File: config.mk
export PLATFORM = sky130hd
export DESIGN_NAME = fnd_scan_controller
export DESIGN_NICKNAME = d
export VERILOG_FILES = /design/src/rtl/fnd_pkg.sv /design/src/rtl/button_debouncer.sv /design/src/rtl/fnd_scan_controller.sv
export SDC_FILE = /design/constraint.sdc
export NUM_CORES = 1
export LEC_CHECK = 0
export CAP_MARGIN = 20
export CORE_MARGIN = 5
export CORE_UTILIZATION = 35
export DETAILED_ROUTE_END_ITERATION = 8
export PLACE_DENSITY = 0.57
export SLEW_MARGIN = 20
export SYNTH_ARGS = -nofsm -noshare
export SYNTH_HDL_FRONTEND = slang
export SYNTH_SLANG_ARGS = --single-unit
File: constraint.sdc
create_clock -name i_clk -period 2.2 [get_ports i_clk]
set_input_delay 0.55 -clock i_clk [delete_from_list [all_inputs] [get_ports i_clk]]
set_output_delay 0.55 -clock i_clk [all_outputs]
set_load 0.01 [all_outputs]
File: src/rtl/fnd_pkg.sv
// Shared constants and the nibble-to-segment decoder
// for the four-digit FND scan controller.
package fnd_pkg;

  localparam int NUM_DIGITS = 4;
  localparam logic [7:0] SEG_BLANK = 8'hFF;
  localparam logic [3:0] DIG_OFF = 4'hF;

  // active-low a..g, dp (bit7) held off
  localparam logic [7:0] SEG_CODE [16] = '{
    8'hC0, 8'hF9, 8'hA4, 8'hB0,
    8'h99, 8'h92, 8'h82, 8'hF8,
    8'h80, 8'h90, 8'h88, 8'h83,
    8'hC6, 8'hA1, 8'h86, 8'h8E
  };

  function automatic logic [7:0] seg_decode(
    input logic [3:0] nib
  );
    return SEG_CODE[nib];
  endfunction

endpackage

File: src/rtl/button_debouncer.sv
// Two-flop synchronizer plus stable-count debouncer;
// emits the accepted level and a one-cycle rise pulse.
module button_debouncer #(
  parameter int DEBOUNCE_CYCLES = 1_000_000
) (
  input  logic i_clk,
  input  logic i_rst_n,
  input  logic i_btn,
  output logic o_level,
  output logic o_rise
);

  localparam int CW = $clog2(DEBOUNCE_CYCLES);

  logic [1:0]    sync;
  logic [CW-1:0] cnt;

  always_ff @(posedge i_clk or negedge i_rst_n) begin
    if (!i_rst_n) begin
      sync    <= '0;
      cnt     <= '0;
      o_level <= 1'b0;
      o_rise  <= 1'b0;
    end else begin
      sync   <= {sync[0], i_btn};
      o_rise <= 1'b0;
      if (sync[1] == o_level) begin
        cnt <= '0;
      end else if (cnt == CW'(DEBOUNCE_CYCLES - 1)) begin
        o_level <= sync[1];
        o_rise  <= sync[1];
        cnt     <= '0;
      end else begin
        cnt <= cnt + 1'b1;
      end
    end
  end

endmodule

File: src/rtl/fnd_scan_controller.sv
// Four-digit time-multiplexed FND driver with debounced
// mode (source select) and on/off (blank) toggle buttons.
module fnd_scan_controller
  import fnd_pkg::*;
#(
  parameter int SCAN_DIV        = 100_000,
  parameter int DEBOUNCE_CYCLES = 1_000_000
) (
  input  logic        i_clk,
  input  logic        i_rst_n,
  input  logic        i_btn_mode,
  input  logic        i_btn_onOff,
  input  logic [15:0] i_value_a,
  input  logic [15:0] i_value_b,
  output logic [7:0]  o_seg,
  output logic [3:0]  o_digit,
  output logic        o_mode,
  output logic        o_onOff
);

  localparam int PW = $clog2(SCAN_DIV);

  logic [PW-1:0] pre;
  logic [1:0]    idx;
  logic          wrap;
  logic          mode_rise;
  logic          onoff_rise;
  logic          mode_level_unused;
  logic          onoff_level_unused;
  logic [15:0]   src;
  logic [3:0]    nib;

  button_debouncer #(
    .DEBOUNCE_CYCLES(DEBOUNCE_CYCLES)
  ) u_deb_mode (
    .i_clk  (i_clk),
    .i_rst_n(i_rst_n),
    .i_btn  (i_btn_mode),
    .o_level(mode_level_unused),
    .o_rise (mode_rise)
  );

  button_debouncer #(
    .DEBOUNCE_CYCLES(DEBOUNCE_CYCLES)
  ) u_deb_onoff (
    .i_clk  (i_clk),
    .i_rst_n(i_rst_n),
    .i_btn  (i_btn_onOff),
    .o_level(onoff_level_unused),
    .o_rise (onoff_rise)
  );

  assign wrap = (pre == PW'(SCAN_DIV - 1));
  assign src  = o_mode ? i_value_b : i_value_a;
  assign nib  = src[{idx, 2'b00} +: 4];

  always_ff @(posedge i_clk or negedge i_rst_n) begin
    if (!i_rst_n) begin
      pre     <= '0;
      idx     <= '0;
      o_mode  <= 1'b0;
      o_onOff <= 1'b0;
    end else begin
      pre <= wrap ? '0 : pre + 1'b1;
      if (wrap) idx <= idx + 1'b1;
      if (mode_rise) o_mode <= ~o_mode;
      if (onoff_rise) o_onOff <= ~o_onOff;
    end
  end

  // blank at the pins: nibble F is a real digit
  always_ff @(posedge i_clk or negedge i_rst_n) begin
    if (!i_rst_n) begin
      o_seg   <= SEG_BLANK;
      o_digit <= DIG_OFF;
    end else if (o_onOff) begin
      o_seg   <= SEG_BLANK;
      o_digit <= DIG_OFF;
    end else begin
      o_seg   <= seg_decode(nib);
      o_digit <= ~(4'b0001 << idx);
    end
  end

endmodule

**Word level (Yosys, flattened, before mapping)**

Memory sizes are Yosys's and may differ from the RTL's.
Cells that the tools add are included.

- Mux-type cells: 14
- Reduce and logical (&&, ||, !) cells: 2
- Add/sub/neg operators: 4
- Equal/unequal tests: 5
- Magnitude comparators: 1
- Shift operators: 2
- Bitwise operators: 6

Operator list:

| cell | count |
|---|---|
| 20-bit 2-to-1 mux | 4 |
| 20-bit by 1-bit adder with 20-bit output (second input constant) | 2 |
| 20-bit equality test (second input constant) | 2 |
| 8-bit 2-to-1 mux | 3 |
| 17-bit by 1-bit adder with 17-bit output (second input constant) | 1 |
| 17-bit equality test (second input constant) | 1 |
| 17-bit 2-to-1 mux | 1 |
| 16-bit 2-to-1 mux | 1 |
| 16-bit by 5-bit indexed part select with 4-bit output | 1 |
| 5-bit >= comparator (second input constant) | 1 |
| 4-bit inverter with 5-bit output | 1 |
| 1-bit 2-to-1 mux | 4 |
| 4-bit 2-to-1 mux | 1 |
| 1-bit inverter | 4 |
| 4-bit inverter | 1 |
| 2-bit AND reduction | 2 |
| 1-bit by 2-bit << shifter with 4-bit output (first input constant) | 1 |
| 2-bit by 1-bit adder with 2-bit output (second input constant) | 1 |
| 1-bit equality test | 2 |

- Output and inout bits: 14
- Word-level logic and storage cells: 49
- Bits in read-only memories: 128
- Flip-flop bits (word level): 81
- Input bits: 36
- Memories kept: 1

Memories:

| name | depth | bits a word | rd ports | clocked after Yosys merged registers in | write ports | RTL line | source |
|---|---|---|---|---|---|---|---|
| (no name shown) | 16 | 8 | 1 | 0 | 0 | fnd_pkg.sv:20 | `return SEG_CODE[nib];` |

**Logic depth before layout (Yosys ltp)**

Gate-level depths: netlist of the first run.

- Depth after elaboration: 7
- Mapped depth: 8
- Gate-level depth less buffers: 7

**Hierarchy**

A second synthesis of the first run with hierarchy kept.

- Cells, all modules: 392
- Area total of the unflattened synthesis: 4091.4 µm²

Modules (own cells, without submodules):

| module | cells an instance | area an instance (µm²) | times used | seq. area each (µm²) |
|---|---|---|---|---|
| button_debouncer | 116 | 1136.1 | 2 | 600.6 |
| fnd_scan_controller | 160 | 1819.2 | 1 | 814.5 |

**Least setup slack after synthesis of the first run**

No wires, ideal clock.

- Kind: register to register
- Start point: reg idx[0]
- End point: reg o_seg[0]
- Stages on the path, launching flop included: 9
- Path buffers: 1
- Data required time: 2.106 ns
- Period minus slack after synthesis: 2.416 ns
- Setup time: 0.094 ns
- Data arrival time: 2.323 ns
- Path slack: -0.216 ns
- Cell sequence: dfrtp_1 -> clkbuf_1 -> mux4_2 -> mux2i_1 -> inv_1 -> ha_1 -> mux2_2 -> nor3_1 -> a31oi_1

- Longest elaborated chain between the ends: 6

RTL lines:

| what | RTL line | source |
|---|---|---|
| start, declared | fnd_scan_controller.sv:24 | `logic [1:0] idx;` |
| start signal, assigned | fnd_scan_controller.sv:65 | `if (wrap) idx <= idx + 1'b1;` |
| 16-bit by 5-bit indexed part select with 4-bit output | fnd_scan_controller.sv:55 | `assign nib = src[{idx, 2'b00} +: 4];` |
| 4-bit inverter with 5-bit output (implied by the code) | fnd_pkg.sv:20 |  |
| memory 16 x 8 bit | -- |  |
| 8-bit 2-to-1 mux (implied by the code) (2 in a row) | fnd_pkg.sv:20 |  |
| 8-bit 2-to-1 mux | fnd_scan_controller.sv:76 | `end else if (o_onOff) begin` |
| end signal, assigned | fnd_scan_controller.sv:80 | `o_seg <= seg_decode(nib);` |
| end, declared | fnd_scan_controller.sv:15 | `output logic [7:0] o_seg,` |

Every way passes these cells. The select of a mux whose other input is x is not followed.
A chain may end at the register's enable or synchronous reset.

**Worst setup path in the final report of the first run**

- Start point: reg pre[13]
- End point: reg idx[1]

- Longest elaborated chain between the ends: 1

RTL lines:

| what | RTL line | source |
|---|---|---|
| start, declared | fnd_scan_controller.sv:23 | `logic [PW-1:0] pre;` |
| start signal, assigned | fnd_scan_controller.sv:64 | `pre <= wrap ? '0 : pre + 1'b1;` |
| 17-bit equality test | fnd_scan_controller.sv:53 | `assign wrap = (pre == PW'(SCAN_DIV - 1));` |

Every way passes these cells.

==> out/qor.yml, run 1 <==
placed_design:
  dp.final_hpwl_mm: 5.50
  place_congestion: 0.797
  portBuffers: 48
timing:
  max-slew-margin-rel: 0.647
  tightest_slew_ns: 0.529
  min_period_ns: 2.19
  setup_viol: 0
  fmax_mhz: 457
  finalSetupTns_ns: 0
  rsz0062_at_grt: "yes"
  timing.hold.ws_ns: 0.188
  fin_crit_sh: 0.995
  skew_ns: 0.00931
  finalHoldViolCount: 0
  timing.final.max_slew_violations: 0
global_route:
  grt_max_degree: 42
  grt_usage: 0.126
  grt_pass1_vias: 2754
  grt_pass1_wl_mm: 13.5
  antenna_found_initial: 0
  grt.overflow.total: 0
synth:
  synth_nets: 415
  ys_types: 42
  seq_area_frac_synth: 0.509
  yosysTopAreaCell: "dfrtp_1"
  synthTopCellsByCount: "dfrtp_1 (69), nor2_1 (56), xor2_1 (35), nand3_1 (25), nand2_1 (24)"
  yosysTopAreaCellShare: 0.436
  synth_area_um2: 3960
  synthFlopType: "dfrtp_1"
  yosys_warnings: 0
  synth_edf_count: 0
  async_flop_share: 1.00
  synth_seq_cells: 80
  yosys-top-cells-area: "dfrtp_1 (44%), xor2_1 (7.7%), dfstp_2 (7.3%)"
  synth.avg_cell_area_um2: 10.8
  syn_inst: 367
  yosysMostFrequentCell: "dfrtp_1"
worst_setup_path:
  critical_path_class: "reg2reg"
  cp-end-kind: "register"
  cp_top_family: "simple AND/OR/NAND/NOR gates"
  critPathBufInv: 0
  crit_path_start_kind: "register"
  cp.arrival_ns: 2.41
  critPathSlowestCell: "or4b_1"
  critical-path-max-stage-delay_ns: 0.52
  critPathMaxFanout: 2
  crit_required_ns: 2.42
  cp_cell_sequence: "or4b_1 > or4b_4 > nor4_4 > and3_4 > mux2_4"
floorplanning:
  dieArea_um2: 13600
  die_h_um: 116
  start_util: 0.361
  ioPinCount: 50
  rows: 38
  core_um2: 11000
  die-width_um: 116
final_layout:
  nFillCells: 1025
  area_growth_pct: 28.7
  final_nets: 478
  num_antenna_cells: 0
  drive_gt1_frac: 0.157
clock_tree:
  htree_levels: 3
  clk_pin_slew_worst_paths_ns: 0.06
  cts_sinks: 80
  clock_latency_ns: 0.33
  holdBufCountCts: 0
  cts_root_buf: "clkbuf_16"
  clockBufferDepth: 2
  cts_buffers: 9
  cts_tree: "built"
routing:
  wire_per_inst_um: 13.6
  postRouteAntennaNets: 0
  drtIter0Drc: 96
  vias_per_cell: 4.83
  wirelength_mm: 7.79
  drc: 0
  dr.pass1.iters: 4
  num_vias: 2773
power_and_ir_drop:
  fin_total_pwr_uw: 3430
  p_leak_uw: 0.00222
  ir_drop_mv: 0.539
  pwr_density_cell_nw_per_um2: 673
run_status:
  status: "finished, final reports clean"
worst_hold_path:
  hp-class: "in2async"
flow_run:
  maxCapViolCount: 0
-- layout make-up --
class / instances / area [um2] / share of cell area
inverters: 9 / 36.3 / 0.00711
well taps: 140 / 175 / 0.0343
clock inverters: 3 / 90.1 / 0.0177
clock buffers: 12 / 246 / 0.0483
flip-flops and latches: 80 / 2020 / 0.395
repair buffers: 67 / 633 / 0.124
multi-input cells: 263 / 1900 / 0.373
-- worst paths after layout --
path | from | end | slack (ns) | cells past startpoint
hold reg to reg | u_deb_mode.sync[0] | u_deb_mode.sync[1] | 0.35 | 0
max in group asynchronous | i_rst_n | o_seg[1] | 1.39 | 2
setup reg to reg | pre[13] | idx[1] | 0.01 | 5
hold / removal | i_rst_n | pre[1] | 0.19 | 1
min in group i_clk | u_deb_mode.sync[0] | u_deb_mode.sync[1] | 0.35 | 0
setup / recovery | pre[13] | idx[1] | 0.01 | 5
-- routing by layer --
metal | part of all wire | GRT usage
met1 | 0.45 | 0.161
met2 | 0.52 | 0.206
met3 | 0.022 | 0.0337
met4 | 0.017 | 0.0449
met5 | 0 | 0
-- kinds of logic after synthesis --
| family | Yosys count | share of synthesized area |
|---|---|---|
| simple gates | 162 | 0.206 |
| flops | 80 | 0.509 |
| xor+xnor | 56 | 0.124 |
| buf+inv | 24 | 0.0262 |
| mux | 23 | 0.0795 |
| fa+ha+maj | 12 | 0.0379 |
| compound gates | 9 | 0.0167 |
| other cells | 1 | 0.000946 |
-- sequential cells by signal (all words and copies together) (netlist names) --
| name | cells |
|---|---|
| u_deb_mode.cnt | 20 |
| u_deb_onoff.cnt | 20 |
| pre | 17 |
| o_seg | 7 |
| o_digit | 4 |
| idx | 2 |
| u_deb_mode.sync | 2 |
| u_deb_onoff.sync | 2 |
| o_mode | 1 |
| o_onOff | 1 |
| u_deb_mode.o_level | 1 |
| u_deb_mode.o_rise | 1 |
| u_deb_onoff.o_level | 1 |
| u_deb_onoff.o_rise | 1 |
-- repair_timing --
item | in CTS | in global routing
gates resized for setup | 4 | 8
endpoints found under the setup margin | 2 | 16
setup buffers | 0 | 1
pin swaps | 2 | 4
-- stage by stage --
| step | cells | util | cell area (um2) | setup slack (ns) |
|---|---|---|---|---|
| finish | 574 | 0.464 | 5100 | 0.0104 |
| global route | 574 | 0.464 | 5100 | -0.0607 |
| CTS | 573 | 0.460 | 5060 | 0.00107 |
| detailed placement | 558 | 0.429 | 4710 | -0.376 |
| global placement | 558 | 0.429 | 4710 | -0.318 |
| floorplan | 367 | - | 3980 | 0.0183 |
-- placed cells by master, fill, tap and decap left out, types with 2 or more instances in the layout --
cell type and instances:
mux2_2 3, nor4b_1 2, clkbuf_16 9, nor2_1 56, mux2_4 2, a31oi_1 2, xor2_1 35, ha_2 2
inv_1 8, nand2_1 24, nand4_1 13, clkbuf_1 2, mux4_2 6, o221ai_1 2, mux2i_1 10, and3_1 14
bufinv_16 3, and2_1 2, and4_1 6, nand3_1 25, buf_4 19, xnor2_1 21, clkdlybuf4s50_1 47, dfrtp_1 68
dfstp_2 11, ha_1 9, nor3_1 7
-- report_power, final --
part / total [uW] / switching [uW] / internal, uW
combinational: 227 / 99.0 / 128
clock: 1690 / 555 / 1130
sequential: 1520 / 12.7 / 1500
total: 3430 / 667 / 2770
-- worst register-to-register path, cell delays in order, from the launching register on --
cell and delay, ns:
dfrtp_1 0.39, or4b_1 0.52, or4b_4 0.51, nor4_4 0.15, and3_4 0.23, mux2_4 0.29
No activity file was read; power rests on OpenSTA's default activity.
==> inputs of run 2 (changes only) <==
- CORE_UTILIZATION: 35 -> 50
- PLACE_DENSITY: 0.57 -> 0.76
==> run 2 against run 1 <==
Effect of this change: the flow now finishes with violations (setup timing); critical path depth did not move; setup slack got worse by 0.050 ns; maximum frequency fell by 2.2%; register-to-register slack got worse by 0.05 ns; cell count fell by 6.1%; total power fell by 18%; clock power fell by 37%; critical endpoint unchanged.
==> out/qor.yml, run 2 (synthesis results as in run 1) <==
timing:
  timing.hold.ws_ns: 0.145
  setup_viol: 2
  fin_crit_sh: 1.02
  finalWorstSetupSlack_ns: -0.0399
  finalSetupTns_ns: -0.0592
  timing.final.max_slew_violations: 0
  rsz0062_at_grt: "yes"
  skew_ns: 0.00889
  min_period_ns: 2.24
  fmax_mhz: 446
  finalHoldViolCount: 0
clock_tree:
  clock_latency_ns: 0.35
  htree_levels: 3
  clk_pin_slew_worst_paths_ns: 0.08
  cts_buffers: 9
  cts_root_buf: "clkbuf_8"
  cts_sinks: 80
  clockBufferDepth: 2
  cts_tree: "built"
routing:
  drtIter0Drc: 84
  drc: 0
  wire_per_inst_um: 13.8
  postRouteAntennaNets: 0
  vias_per_cell: 5.26
  dr.pass1.iters: 4
  wirelength_mm: 7.44
  num_vias: 2835
worst_setup_path:
  cp_cell_sequence: "or4b_1 > or4b_4 > nor4_4 > and3_4 > mux2_4"
  r2r-start: "pre[12]"
  critPathSlowestCell: "or4b_1"
  critPathBufInv: 0
  cp_top_family: "simple AND/OR/NAND/NOR gates"
  crit_path_start_kind: "register"
  crit_required_ns: 2.43
  critical-path-max-stage-delay_ns: 0.54
  cp.arrival_ns: 2.47
  cp-end-kind: "register"
  critPathMaxFanout: 2
  startpoint: "pre[12]"
  critical_path_class: "reg2reg"
final_layout:
  area_growth_pct: 24.2
  num_antenna_cells: 0
  mostFrequentLayoutCells: "dfrtp_1 (68), nor2_1 (56), clkdlybuf4s50_1 (47)"
  drive_gt1_frac: 0.160
  fin_util: 0.637
  final_nets: 482
  final_common_cell: "dfrtp_1"
  top_regs: "u_deb_mode.cnt x20, u_deb_onoff.cnt x20, pre x17"
  nFillCells: 618
  stdcell_count: 539
global_route:
  grt.overflow.total: 0
  grt_pass1_vias: 2899
  grt_max_degree: 37
  grt_usage: 0.163
  antenna_found_initial: 0
  grt_pass1_wl_mm: 13.0
floorplanning:
  start_util: 0.513
  die_h_um: 99.0
  dieArea_um2: 9810
  core_um2: 7730
  ioPinCount: 50
  die-width_um: 99.0
  rows: 32
placed_design:
  portBuffers: 48
  place_ws_ns: -0.355
  dp_cells: 524
  place_congestion: 0.890
  dp.final_hpwl_mm: 5.45
power_and_ir_drop:
  pwr_density_cell_nw_per_um2: 570
  p_leak_uw: 0.00218
  ir_drop_mv: 0.346
run_status:
  status: "finished, violations left"
  failed_checks: "setup timing"
worst_hold_path:
  hp-class: "in2async"
flow_run:
  maxCapViolCount: 0
-- run 2: path summary, 6_finish.rpt --
kind	to	cells after the start	slack (ns)
min in group i_clk	u_deb_onoff.sync[1]	0	0.35
min	pre[11]	1	0.14
min reg2reg	u_deb_onoff.sync[1]	0	0.35
max in group asynchronous	u_deb_onoff.cnt[9]	2	1.44
max reg2reg	idx[1]	5	-0.04
max	idx[1]	5	-0.04
-- run 2: final cells by class --
type                    instances  area, um2  share of cell area
clock buffers                  11        151              0.0307
clock inverters                 3       42.5             0.00864
inverters                       9       33.8             0.00686
multi-input cells             263       1890               0.384
flip-flops and latches         80       2020               0.410
well taps                     102        128              0.0259
repair buffers                 71        663               0.135
-- run 2: repair_timing --
action / in CTS / in global routing
setup endpoints to repair: 3 / 16
hold buffers: 0 / 0
setup buffers: 0 / 1
pin swaps: 0 / 1
gates resized for setup: 0 / 8
-- run 2: metal layers --
layer	wire, um	global-route usage
met4	204	0.0756
met2	3700	0.268
met1	3270	0.207
met5	0	0
met3	253	0.0340
-- run 2: report_power, final --
part	internal, uW	switching (uW)
combinational	129	98.5
clock	572	493
sequential	1500	12.8
total	2200	604
-- run 2: stage by stage --
stage	total power, uW	instance area, um2
detailed placement	1770	4690
floorplan	1630	3980
global route	2920	4920
global placement	1770	4690
CTS	2840	4880
finish	2810	4920
==> inputs of run 3 (changes only) <==
- PLACE_DENSITY: 0.76 -> default
- PLACE_DENSITY_LB_ADDON: default -> 0.3
- REMOVE_ABC_BUFFERS: default -> 1
==> run 3 against run 2 <==
Effect of this change: the flow now finishes without violations; first-iteration DRC count increased by 15%; sequential power hardly changed; die area unchanged; setup slack better by 0.051 ns; total power is 0.27% higher; critical path depth stayed put; non-clock buffer count rose by 3; sequential share of layout area decreased by 0.14 points; global-route usage rose by 1.1 points; maximum frequency up 2.3%; critical endpoint unchanged.
==> out/qor.yml, run 3 (synthesis results as in run 1) <==
routing:
  wirelength_mm: 7.95
  postRouteAntennaNets: 0
  drc: 0
  dr.pass1.iters: 4
  num_vias: 2815
  drtIter0Drc: 97
  wire_per_inst_um: 14.6
  vias_per_cell: 5.17
final_layout:
  area_growth_pct: 24.6
  num_antenna_cells: 0
  drive_gt1_frac: 0.167
  fin_util: 0.639
  final_common_cell: "dfrtp_1"
  top_regs: "u_deb_mode.cnt x20, u_deb_onoff.cnt x20, pre x17"
  stdcell_count: 544
  mostFrequentLayoutCells: "dfrtp_1 (69), nor2_1 (56), clkdlybuf4s50_1 (47)"
  final_nets: 485
placed_design:
  place_ws_ns: -0.328
  dp.final_hpwl_mm: 5.72
  place_congestion: 0.877
  dp_cells: 526
  portBuffers: 48
power_and_ir_drop:
  ir_drop_mv: 0.447
  p_leak_uw: 0.00218
  pwr_density_cell_nw_per_um2: 570
timing:
  rsz0062_at_grt: "yes"
  fmax_mhz: 457
  finalHoldViolCount: 0
  fin_crit_sh: 0.995
  setup_viol: 0
  timing.final.max_slew_violations: 0
  finalSetupTns_ns: 0
  timing.hold.ws_ns: 0.134
  finalWorstSetupSlack_ns: 0.0107
  min_period_ns: 2.19
  skew_ns: 0.0130
floorplanning:
  rows: 32
  dieArea_um2: 9810
  core_um2: 7730
  ioPinCount: 50
  die-width_um: 99.0
  start_util: 0.513
  die_h_um: 99.0
global_route:
  grt_pass1_vias: 2984
  grt_max_degree: 35
  antenna_found_initial: 0
  grt_usage: 0.174
  grt.overflow.total: 0
  grt_pass1_wl_mm: 13.9
clock_tree:
  cts_buffers: 9
  htree_levels: 3
  clk_pin_slew_worst_paths_ns: 0.09
  clock_latency_ns: 0.35
  holdBufCountCts: 0
  cts_tree: "built"
  cts_root_buf: "clkbuf_8"
  cts_sinks: 80
  clockBufferDepth: 2
worst_setup_path:
  cp.arrival_ns: 2.42
  critical-path-max-stage-delay_ns: 0.52
  cp_top_family: "simple AND/OR/NAND/NOR gates"
  critPathBufInv: 0
  critical_path_class: "reg2reg"
  crit_required_ns: 2.43
  crit_path_start_kind: "register"
  critPathMaxFanout: 2
  cp-end-kind: "register"
  reg2reg_setup_slack_ns: 0.01
  critPathSlowestCell: "or4b_1"
  cp_cell_sequence: "or4b_1 > or4b_4 > nor4_2 > and3_4 > mux2_4"
worst_hold_path:
  hp-class: "in2async"
flow_run:
  maxCapViolCount: 0
run_status:
  status: "finished, final reports clean"
## run 3: power breakdown
part           internal (uW)  switching, uW  total (uW)
registers               1500           13.0        1510
clock network            528            538        1070
logic                    131            103         234
total                   2160            654        2810
## run 3: what timing repair did
action                                  4_1_cts  5_1_grt
resized for setup                             2        5
setup buffers                                 1        1
pin swaps                                     1        1
endpoints found under the setup margin        1        8
## run 3: per-layer routing
| layer | vias up | part of all wire | GRT usage |
|---|---|---|---|
| li1 | 1395 | - | - |
| met1 | 1350 | 0.45 | 0.228 |
| met2 | 61 | 0.50 | 0.292 |
| met3 | 9 | 0.039 | 0.0340 |
| met4 | 0 | 0.0088 | 0.0557 |
| met5 | - | 0 | 0 |
## run 3: path summary, 6_finish.rpt
kind | from | to | depth (start not counted)
hold / removal | i_rst_n | u_deb_onoff.cnt[18] | 1
max in group asynchronous | i_rst_n | u_deb_onoff.sync[1] | 2
setup reg to reg | pre[12] | idx[1] | 5
min in group i_clk | u_deb_onoff.sync[0] | u_deb_onoff.sync[1] | 0
hold reg to reg | u_deb_onoff.sync[0] | u_deb_onoff.sync[1] | 0
setup / recovery | pre[12] | idx[1] | 5
## run 3: final cells by class
class / count / area [um2]
repair buffers: 74 / 698
well taps: 102 / 128
fillers: 597 / 2790
clock buffers: 10 / 128
clock inverters: 6 / 68.8
multi-input cells: 263 / 1870
flip-flops and latches: 80 / 2020
inverters: 9 / 33.8
## run 3: metrics by stage
| stage | cell area [um2] | power, uW |
|---|---|---|
| 5_1_grt | 4940 | 2930 |
| 6_report | 4940 | 2810 |
| 2_1_floorplan | 3890 | 1620 |
| 3_3_place_gp | 4700 | 1770 |
| 3_5_place_dp | 4700 | 1780 |
| 4_1_cts | 4920 | 2840 |
